===== src/rtl/pwm_pattern_sequencer.sv =====
// pwm_pattern_sequencer
//   Plays a programmable table of up to 8 {level, duration} segments on a
//   3-bit output. Each segment holds its level for max(secs,1) one-second
//   ticks, where one tick is CLK_HZ clock cycles. A sequence runs once and
//   ends with a one-cycle done pulse, or repeats when looping is enabled.
//
// Build option:
//   PWM_SEQ_LOOP_EN  defined   -> the loop input repeats the sequence
//                    undefined -> every sequence is one-shot; loop is ignored
//
// Ports:
//   clk        system clock
//   rst        asynchronous active-high reset
//   wr_en      table write strobe (accepted in any state)
//   wr_addr    table entry to write
//   wr_level   entry output level, one bit per opin channel
//   wr_secs    entry duration in seconds (0 behaves as 1)
//   seg_count  number of active segments, 1..8, sampled at start and at
//              every segment end
//   start      begin a sequence while idle
//   stop       abort a running sequence (no done pulse)
//   loop       repeat after the last segment
//   opin       registered pattern outputs
//   busy       high while a sequence is running
//   seg_idx    index of the segment being played
//   done       one-cycle pulse when the last segment ends
module pwm_pattern_sequencer #(
  parameter int CLK_HZ  = 27000000,
  parameter int NUM_SEG = 8
) (
  input  logic       clk,
  input  logic       rst,
  input  logic       wr_en,
  input  logic [2:0] wr_addr,
  input  logic [2:0] wr_level,
  input  logic [3:0] wr_secs,
  input  logic [3:0] seg_count,
  input  logic       start,
  input  logic       stop,
  input  logic       loop,
  output logic [2:0] opin,
  output logic       busy,
  output logic [2:0] seg_idx,
  output logic       done
);

  localparam int              PW       = (CLK_HZ > 1) ? $clog2(CLK_HZ) : 1;
  localparam logic [PW-1:0]   PRE_MAX  = PW'(CLK_HZ - 1);
  localparam logic [2:0]      LAST_IDX = 3'(NUM_SEG - 1);

  typedef enum logic {IDLE, RUN} state_t;

  state_t        state;
  logic [PW-1:0] prescaler;
  logic [3:0]    sec_cnt;
  logic [2:0]    lvl_tab  [NUM_SEG];
  logic [3:0]    secs_tab [NUM_SEG];

  logic       tick;
  logic       seg_end;
  logic       last_seg;
  logic       loop_en;
  logic       start_ok;
  logic [2:0] next_idx;
  logic [3:0] idx_plus1;

  // A zero duration is played as one second.
  function automatic logic [3:0] min1(input logic [3:0] s);
    return (s == 4'd0) ? 4'd1 : s;
  endfunction

  // sec_cnt holds the seconds still to play in the current segment,
  // including the one in progress, so the segment ends on the tick that
  // finds it at 1.
  assign tick      = (prescaler == PRE_MAX);
  assign seg_end   = tick && (sec_cnt <= 4'd1);
  assign idx_plus1 = {1'b0, seg_idx} + 4'd1;
  assign next_idx  = seg_idx + 3'd1;
  // The last entry of the table always ends the pass, even if seg_count
  // was raised out of range while running.
  assign last_seg  = (seg_count <= idx_plus1) || (seg_idx == LAST_IDX);
  assign start_ok  = start && !stop && (seg_count >= 4'd1) && (seg_count <= 4'd8);

`ifdef PWM_SEQ_LOOP_EN
  assign loop_en = loop;
`else
  // One-shot build: the port stays for pin compatibility but has no effect.
  assign loop_en = loop & 1'b0;
`endif

  // Pattern table; entries are only read when their segment is loaded, so
  // rewriting the playing entry takes effect on its next load.
  always_ff @(posedge clk or posedge rst) begin
    if (rst) begin
      for (int i = 0; i < NUM_SEG; i++) begin
        lvl_tab[i]  <= 3'd0;
        secs_tab[i] <= 4'd1;
      end
    end else if (wr_en) begin
      lvl_tab[wr_addr]  <= wr_level;
      secs_tab[wr_addr] <= wr_secs;
    end
  end

  // Sequencer FSM; stop wins over segment end, and start is only looked at
  // while idle.
  always_ff @(posedge clk or posedge rst) begin
    if (rst) begin
      state     <= IDLE;
      opin      <= 3'd0;
      seg_idx   <= 3'd0;
      busy      <= 1'b0;
      done      <= 1'b0;
      prescaler <= '0;
      sec_cnt   <= 4'd0;
    end else begin
      done <= 1'b0;
      case (state)
        IDLE: begin
          if (start_ok) begin
            state     <= RUN;
            busy      <= 1'b1;
            seg_idx   <= 3'd0;
            opin      <= lvl_tab[0];
            prescaler <= '0;
            sec_cnt   <= min1(secs_tab[0]);
          end
        end
        RUN: begin
          if (stop) begin
            state     <= IDLE;
            busy      <= 1'b0;
            opin      <= 3'd0;
            seg_idx   <= 3'd0;
            prescaler <= '0;
            sec_cnt   <= 4'd0;
          end else begin
            prescaler <= tick ? '0 : prescaler + PW'(1);
            if (tick) sec_cnt <= sec_cnt - 4'd1;
            if (seg_end) begin
              if (!last_seg) begin
                seg_idx <= next_idx;
                opin    <= lvl_tab[next_idx];
                sec_cnt <= min1(secs_tab[next_idx]);
              end else if (loop_en) begin
                seg_idx <= 3'd0;
                opin    <= lvl_tab[0];
                sec_cnt <= min1(secs_tab[0]);
                done    <= 1'b1;
              end else begin
                state   <= IDLE;
                busy    <= 1'b0;
                opin    <= 3'd0;
                seg_idx <= 3'd0;
                sec_cnt <= 4'd0;
                done    <= 1'b1;
              end
            end
          end
        end
        default: state <= IDLE;
      endcase
    end
  end

endmodule

===== config.mk =====
export PLATFORM = sky130hd
export DESIGN_NAME = pwm_pattern_sequencer
export DESIGN_NICKNAME = d
export VERILOG_FILES = /design/src/rtl/pwm_pattern_sequencer.sv
export SDC_FILE = /design/constraint.sdc
export NUM_CORES = 1
export LEC_CHECK = 0
export ABC_CLOCK_PERIOD_IN_PS = 3400
export CAP_MARGIN = 20
export CORE_MARGIN = 8
export CORE_UTILIZATION = 55
export DETAILED_ROUTE_END_ITERATION = 7
export GPL_ROUTABILITY_DRIVEN = 0
export GPL_TIMING_DRIVEN = 0
export PLACE_DENSITY = 0.74
export SETUP_SLACK_MARGIN = 0.1
export SYNTH_ARGS = -nofsm -noshare
export SYNTH_HDL_FRONTEND = slang
export SYNTH_SLANG_ARGS = --single-unit

===== constraint.sdc =====
create_clock -name clk -period 3.4 [get_ports clk]
set_input_delay 0.34 -clock clk [delete_from_list [all_inputs] [get_ports clk]]
set_output_delay 0.34 -clock clk [all_outputs]
set_load 0.03 [all_outputs]

# Yosys cells after proc, flatten, opt, wreduce, memory -nomap -nowiden
# Index checks and enable logic that the tools add are counted.
[op_classes]
n_eq_ne = 6
bitwise = 3
mux = 48
addsub = 4
reduce_logical = 12
magnitude_cmp = 7
[ops]
columns = ["cell", "count"]
rows = [
  ["$mux W25", 3],
  ["$pmux W25 S2", 1],
  ["$mux W4", 10],
  ["$mux W3", 11],
  ["$bwmux W32", 1],
  ["$add A25 B1 Y25 const B", 1],
  ["$eq A25 B25 Y1 const B", 1],
  ["$bwmux W24", 1],
  ["$bmux W4 S3", 1],
  ["$demux W4 S3", 1],
  ["$mux W1", 12],
  ["$pmux W3 S2", 2],
  ["$bmux W3 S3", 1],
  ["$demux W3 S3", 1],
  ["$ge A4 B4 Y1 const B", 2],
  ["$logic_not A4 Y1", 2],
  ["$not A3 Y4", 2],
  ["$pmux W4 S2", 1],
  ["$ne A3 B2 Y1 const B", 2],
  ["$logic_and A1 B1 Y1", 5],
  ["$add A3 B1 Y4 const B", 1],
  ["$ge A4 B1 Y1 const B", 1],
  ["$le A4 B1 Y1 const B", 1],
  ["$le A4 B4 Y1", 1],
  ["other kinds (13)", 15],
]
[word_totals]
inputBits = 20
output_inout_bits = 8
elab_cells = 103
reg_bits = 94

# Logic depth before layout (Yosys ltp)
# Gate-level depths: netlist of run 1.
[depth]
depth_word = 11
mapped_depth = 10
mapped_depth_nobuf = 8

# Worst setup path before layout of run 1
# Ideal clock, no wire load.
[synth_timing]
path_kind = "reg-to-reg"
from = "register seg_idx[0]"
to = "register opin[2]"
path_buffers = 2
arrival_time_ps = 2602
path_slack_ps = 712
setup_time_ps = 86
synth_period_minus_slack_ps = 2688
path_stages_with_launch = 11
t_required_ps = 3314
cell_sequence = "dfrtp_1 ha_1 buf_2 buf_2 inv_1 ha_1 nor2b_1 o211ai_1 a211oi_1 nand2_1 o221ai_2"
[synth_via]
elab_chain_len = 9
word_cells_on_any_way = 13
classes_between = "add/sub (2); order compare (1); eq/ne (1); mux (7); bitwise (1); reduce/logical (1)"
[synth_lines]
columns = ["item", "line", "source"]
rows = [
  ["start, declared", "43", "output logic [2:0] seg_idx,"],
  ["start signal, assigned", "142", "seg_idx <= next_idx;"],
  ["$add A3 B1 Y3", "78", "assign next_idx = seg_idx + 3'd1;"],
  ["$not A3 Y4 (not written as such)", "143", "opin <= lvl_tab[next_idx];"],
  ["$bmux W3 S3", "143", ""],
  ["$mux W3 (not written as such) (2 in a row)", "143", ""],
  ["$mux W3 *", "141", "if (!last_seg) begin"],
  ["$mux W3 *", "140", "if (seg_end) begin"],
  ["$mux W3 *", "130", "if (stop) begin"],
  ["$pmux W3 S2 *", "118", "case (state)"],
  ["end signal, assigned", "124", "opin <= lvl_tab[0];"],
  ["end signal, assigned", "143", ""],
  ["end signal, assigned", "147", "opin <= lvl_tab[0];"],
  ["end, declared", "41", "output logic [2:0] opin,"],
]
# Mark *: on every way between the ends. The rest lies on a longest branch, timed or not. The select of a mux whose other input is x is not followed.
# A chain may end at the register's enable or synchronous reset.

# Worst setup path after layout of run 1
[layout_timing]
from = "register seg_idx[1]"
to = "register seg_idx[1]"
[layout_via]
elab_chain_len = 7
word_cells_on_any_way = 9
classes_between = "add/sub (2); order compare (1); eq/ne (1); mux (4); reduce/logical (1)"
[layout_lines]
columns = ["item", "line", "source"]
rows = [
  ["$add A3 B1 Y4", "77", "assign idx_plus1 = {1'b0, seg_idx} + 4'd1;"],
  ["$le A4 B4 Y1", "81", "assign last_seg = (seg_count <= idx_plus1) || (seg_idx == LAST_IDX);"],
  ["$logic_or A1 B1 Y1", "81", ""],
  ["$mux W3 *", "141", ""],
  ["$mux W3 *", "140", ""],
  ["$mux W3 *", "130", ""],
  ["$pmux W3 S2 *", "118", ""],
]
# Marks and branches as above.

==> impl_results.md, run 1 <==
- Largest net degree at the start of global routing: 74
- Peak Freq: 338 MHz
- Startpoint types: flip-flop
- GRT overflow: 0
- H-tree Lvls: 3
- Drt pass-1 iters: 4
- ANT nets after route: 0
- FF/Latch Area: 2360 um2
- Share of cells above drive strength 1: 0.294
- Multi-input logic area: about 2400 um2
- Final hold vios: 0
- GR peak layer: met2
- Initial Utilization: 0.562
- Register area share after synthesis: 0.484
- Yosys top cell area share: 0.441
- Total Wirelength: 9.95 mm
- Worst EP arrival: 3.24 ns
- Number of global-route vias before repair: 3494
- DIE AREA: 12100 um2
- Worst Setup SP: seg_idx[1]
- Primary FF master, synth: dfrtp_1
- Worst slew pin tran: 0.719 ns
- Critical path peak fanout: 10
- Die width: 110 um
- Post-CTS sizing: 0
- RSZ-0062 raised after global routing: false
- # rows: 34
- MaxCap Viol Count: 0
- Dpl ws: 0.240 ns
- CP endpoint: seg_idx[1]
- Ant. Diodes: 0
- Post-DR wirelength/cell: 18.4 um
- R2R depth: 10
- Boundary pin count: 28
- Leakage: 0.00223 uW
- VDD IR max: 0.000323 V
- Fin nets: 456
- Synth Net Count: roughly 420
- DR iter-0 viols: 106
- Post-DP HPWL: a little over 7 mm
- Worst Setup Path Type: reg -> reg
- Worst-path clk slew: 0.10 ns
- TritonCTS clock tree: yes
- Worst-Skew Late Latency: 0.37 ns
- Post-CTS setup buffers: 0
- Grt met2 use: 0.310
- Critical path endpoint category: flip-flop
- CTS Sinks: 94
- Synth Register Bits: 94
- Hold crit path type: in -> async
- CP required: ~3.7 ns
- Setup Viol. Count Final: 0
- Power Total: 2630 uW
- GR Util met1: 0.207
- Initial antenna violation count: 0
- Chip height: 110 um
- Setup Skew: 0.0133 ns
- Minimum clock period: 2.96 ns
- PnR worst setup slack: 0.442 ns
- Vias per inst: a little over 6
- Tcrit/Tclk final: 0.870
- Via count: between 3000 and 4000
- Post-synth ARST share: 1.00
- Area Growth Syn to Fin: 12.1%
- Global-route wire length before repair: 16.7 mm
- # hold bufs at CTS: 0
- Synth top area cells: dfrtp_1, mux2_2, mux4_2
- Cell with the most instances after synthesis: dfrtp_1
- R2R Setup Slk: 0.44 ns
- Total GRT Usage: 0.175
- Filler Cells Inserted: 680
- Pwr Density: 481 nW/um2
- Number of synthesized flops with an enable pin: 0
- CORE AREA: 8680 um2
- I/O Buffers: 22
- CTS max path bufs: 2
- R2r startpoint: seg_idx[1]
- Largest area contributor in the netlist: dfrtp_1
- Worst R2R End: seg_idx[1]
- Cell count after synthesis: between 300 and 400
- CTS Buf Count: 9
- Mean Syn Cell Area: 12.4 um2
- Relative slew margins: 0.517
- Top cells by count, synth: dfrtp_1, mux2_2, nor2_1, nand2_1, xnor2_1
- DRC violations left: 0
- Status: finished clean
- YS warnings: 0
- Netlist cell types: 60
- Post-route core utilization: 0.630
- Met3 GRT Util: 0.0355
- Netlist Area Pre-Place: 4880 um2
- Max Slew Vio Count: 0
- Root Buffer: clkbuf_8
kinds of logic (layout without fill, tap and decap cells):
group / Yosys count / after routing / synth area share
flops: 94 / 94 / 0.484
simple gates: 110 / 110 / 0.138
mux: 79 / 79 / 0.213
compound gates: 52 / 52 / 0.0788
buf+inv: 29 / 69 / 0.0280
xor+xnor: 19 / 19 / 0.0341
fa+ha+maj: 9 / 9 / 0.0231
through the flow:
stage | instance area, um2 | TNS [ns] | std cells | hold slack [ns]
floorplan | 4880 | 0 | 392 | 0.438
global placement | 5230 | -59.99 | 522 | 0.482
detailed placement | 5260 | 0 | 523 | 0.493
CTS | 5450 | 0 | 539 | 0.290
global route | 5470 | 0 | 540 | 0.304
finish | 5470 | 0 | 540 | 0.280
layout make-up:
| class | instances | share of cell area |
|---|---|---|
| multi-input cells | 269 | 0.436 |
| flip-flops and latches | 94 | 0.432 |
| repair buffers | 24 | 0.0467 |
| clock buffers | 10 | 0.0252 |
| well taps | 108 | 0.0247 |
| plain buffers | 13 | 0.0140 |
| inverters | 16 | 0.0114 |
| clock inverters | 6 | 0.00962 |
how the worst min path moves through the flow:
stage,start,end,slack [ns],depth (start not counted)
6_report,rst,sec_cnt[2],0.28,2
5_1_grt,rst,prescaler[14],0.30,2
4_1_cts,rst,sec_cnt[2],0.29,2
3_5_place_dp,secs_tab[13],secs_tab[13],0.49,1
3_3_place_gp,lvl_tab[6],lvl_tab[6],0.48,1
2_1_floorplan,stop,busy,0.44,1
metal layers:
metal	share of wire	wire length (um)	vias up
met2	0.53	5230	66
li1	-	-	1530
met1	0.43	4280	1688
met4	0.012	121	0
met3	0.032	318	13
met5	0	0	-
flip-flops by register name, summed over array words and instances, names as in the netlist:
name,flops
done,1
busy,1
secs_tab,32
seg_idx,3
state,1
opin,3
prescaler,25
lvl_tab,24
sec_cnt,4
power by group:
group          total [uW]  switching, uW  internal [uW]
registers            1420            112           1310
logic                 495            221            274
clock network         714            418            296
total                2630            752           1880
worst max-delay path: stages, from the launching register on:
cell,delay [ns]
dfrtp_1,0.46
ha_1,0.31
buf_2,0.20
buf_2,0.32
inv_1,0.13
ha_1,0.30
nor2b_1,0.13
o211ai_1,0.12
a211oi_2,0.42
nand2_1,0.25
o22ai_1,0.23
cells in the final DEF, fill, tap and decap left out, types with 3 or more instances in the layout:
master,count
dfrtp_1,86
mux2_2,60
clkdlybuf4s50_1,22
nor2_1,20
nand2_1,17
xnor2_1,16
mux4_2,14
o21ai_0,14
inv_1,14
nand3_1,12
nor4_1,10
clkbuf_8,10
a21oi_1,9
ha_1,9
nor3_1,8
dfstp_2,8
nand4_1,6
mux2i_1,5
buf_2,4
nand2b_1,4
and4_1,4
buf_4,4
clkbuf_1,4
nand4b_1,4
nor2b_1,3
o211ai_1,3
and3_1,3
a21o_1,3
xor2_1,3
or3_1,3
Note: power is estimated with default switching activity, not from simulation.
==> run 2: changes to the inputs <==
CAP_MARGIN = default   (was 20)
SKIP_CTS_REPAIR_TIMING = 1   (was default)
==> run 2 against run 1 <==
- total power hardly changed
- clock skew about the same
- cell count down 0.19%
- die area is the same
- final area fell by 0.14%
- clock power about the same
- worst setup slack gained 0.017 ns
- largest cell class unchanged
- highest routed layer unchanged
==> impl_results.md, run 2 (synthesis gave the netlist of run 1 again) <==
- Setup Viol. Count Final: 0
- Total Wirelength: 9.97 mm
- Initial Utilization: 0.562
- CTS Sinks: 94
- Critical path endpoint category: flip-flop
- Worst-Skew Late Latency: ~0.37 ns
- Hold crit path type: in -> async
- DRC violations left: 0
- Post-route core utilization: 0.629
- I/O Buffers: 22
- Fin nets: between 400 and 500
- VDD IR max: 0.000323 V
- Worst EP arrival: 3.22 ns
- Max Slew Vio Count: 0
- CP required: 3.68 ns
- Boundary pin count: 28
- Buffers plus inverters on the worst setup path: 3
- Peak Freq: 340 MHz
- Pwr Density: 482 nW/um2
- Area Growth Syn to Fin: 11.9%
- Crit-path cells: ha_1 -> buf_2 -> buf_2 -> inv_1 -> ha_1 -> nor2b_1 -> o211ai_1 -> a211oi_2 -> nand2_1 -> o22ai_1
- Clock share of power: 0.271
- Slowest stage delay, CP: 0.46 ns
- Largest regs: secs_tab x32, prescaler x25, lvl_tab x24
- Startpoint types: flip-flop
- DR iter-0 viols: 104
- H-tree Lvls: 3
- # rows: 34
- Max reg flops: 32
- PnR worst setup slack: 0.459 ns
- MaxCap Viol Count: 0
- Root Buffer: clkbuf_8
- Status: finished clean
- Critical path peak fanout: 10
- ANT nets after route: 0
- TritonCTS clock tree: yes
- Final hold vios: 0
- CTS max path bufs: 2
- GRT overflow: 0
- Worst Setup Path Type: reg -> reg
- Worst slew pin tran: roughly 1.1 ns
- Via count: 3265
- Global-route wire length before repair: 16.7 mm
- Leakage: 0.00223 uW
- Vias per inst: 6.06
- Commonest non-fill, non-tap cells in the layout: dfrtp_1, mux2_2, clkdlybuf4s50_1, nor2_1, nand2_1
- Post-DR wirelength/cell: 18.5 um
- Relative slew margins: 0.259
- Switching Share: 0.286
- Dpl ws: 0.240 ns
- Worst-path clk slew: 0.10 ns
- Biggest register: secs_tab
- Drt pass-1 iters: 4
- Ant. Diodes: 0
- Number of global-route vias before repair: 3494
- Seq pwr share: 0.540
- P_sw: ~750 uW
- CTS Buf Count: 9
- Int Pwr: 1880 uW
- Initial antenna violation count: 0
- Post-DP HPWL: 7.20 mm
- Tcrit/Tclk final: 0.865
- Chip height: 110 um
- Setup Skew: 0.0132 ns
- RSZ-0062 raised after global routing: false
- Total GRT Usage: 0.175
- Most common cell after layout, fill and taps aside: dfrtp_1
- Top cell family by delay on the critical path: compound AO/OA/AOI/OAI gates
- DIE AREA: 12100 um2
- Largest net degree at the start of global routing: 74
- Gate power share: 0.188
- Share of cells above drive strength 1: 0.292
- Die width: between 100 and 150 um
- CORE AREA: 8680 um2
- Filler Cells Inserted: 681
- Minimum clock period: 2.94 ns
- Critical-path top delay cell: dfrtp_1
[run 2: changes by cell type in the layout (fill, tap and decap cells not counted)]
cell	change
clkbuf_4	-1
[run 2: worst reg2reg max path, delay by kind of cell, from the launching register on]
family	cells	cell delay, ns
AOI/OAI and AO/OA	3	0.77
DFF	1	0.46
buffers and inverters	3	0.64
and+or+nand+nor	2	0.38
adders and majority gates	2	0.61
[run 2: layer usage]
layer / wire, um / share of wire / up-vias / track usage
met1: 4390 / 0.44 / 1675 / 0.207
met2: 5190 / 0.52 / 49 / 0.310
li1: - / - / 1530 / -
met4: 100 / 0.010 / 0 / 0.0561
met5: 0 / 0 / - / 0
met3: 287 / 0.029 / 11 / 0.0355
[run 2: metrics by stage]
| step | std cells | power [uW] | TNS [ns] | hold WS, ns | area (um2) |
|---|---|---|---|---|---|
| after floorplan | 392 | 1780 | 0 | 0.438 | 4880 |
| after global placement | 522 | 1900 | -59.99 | 0.482 | 5230 |
| after detailed placement | 523 | 1940 | 0 | 0.493 | 5260 |
| after CTS | 539 | 2650 | 0 | 0.290 | 5450 |
| after global routing | 539 | 2750 | 0 | 0.304 | 5460 |
| final | 539 | 2630 | 0 | 0.280 | 5460 |
[run 2: layout make-up]
cell class	count	area [um2]	share of cell area
multi-input combinational	269	2380	0.437
sequential	94	2360	0.433
timing repair buffer	23	248	0.0454
clock buffer	10	138	0.0252
tap	108	135	0.0248
buffer	13	76.3	0.0140
inverter	16	62.6	0.0115
clock inverter	6	52.6	0.00963
[run 2: final timing paths]
kind	from	end	slack, ns	depth (start not counted)
setup / recovery	seg_idx[1]	seg_idx[1]	0.46	10
hold / removal	rst	prescaler[5]	0.28	2
setup reg to reg	seg_idx[1]	seg_idx[1]	0.46	10
hold reg to reg	secs_tab[14]	secs_tab[14]	0.51	1
max in group asynchronous	rst	secs_tab[12]	2.45	3
min in group clk	secs_tab[14]	secs_tab[14]	0.51	1
[run 2: power groups by stage]
stage | Sequential [uW] | Clock [uW] | Combinational [uW]
3_3_place_gp | 1430 | 0 | 474
4_1_cts | 1420 | 730 | 498
6_report | 1420 | 714 | 495
5_1_grt | 1440 | 768 | 542
2_1_floorplan | 1420 | 0 | 362
3_5_place_dp | 1440 | 0 | 496
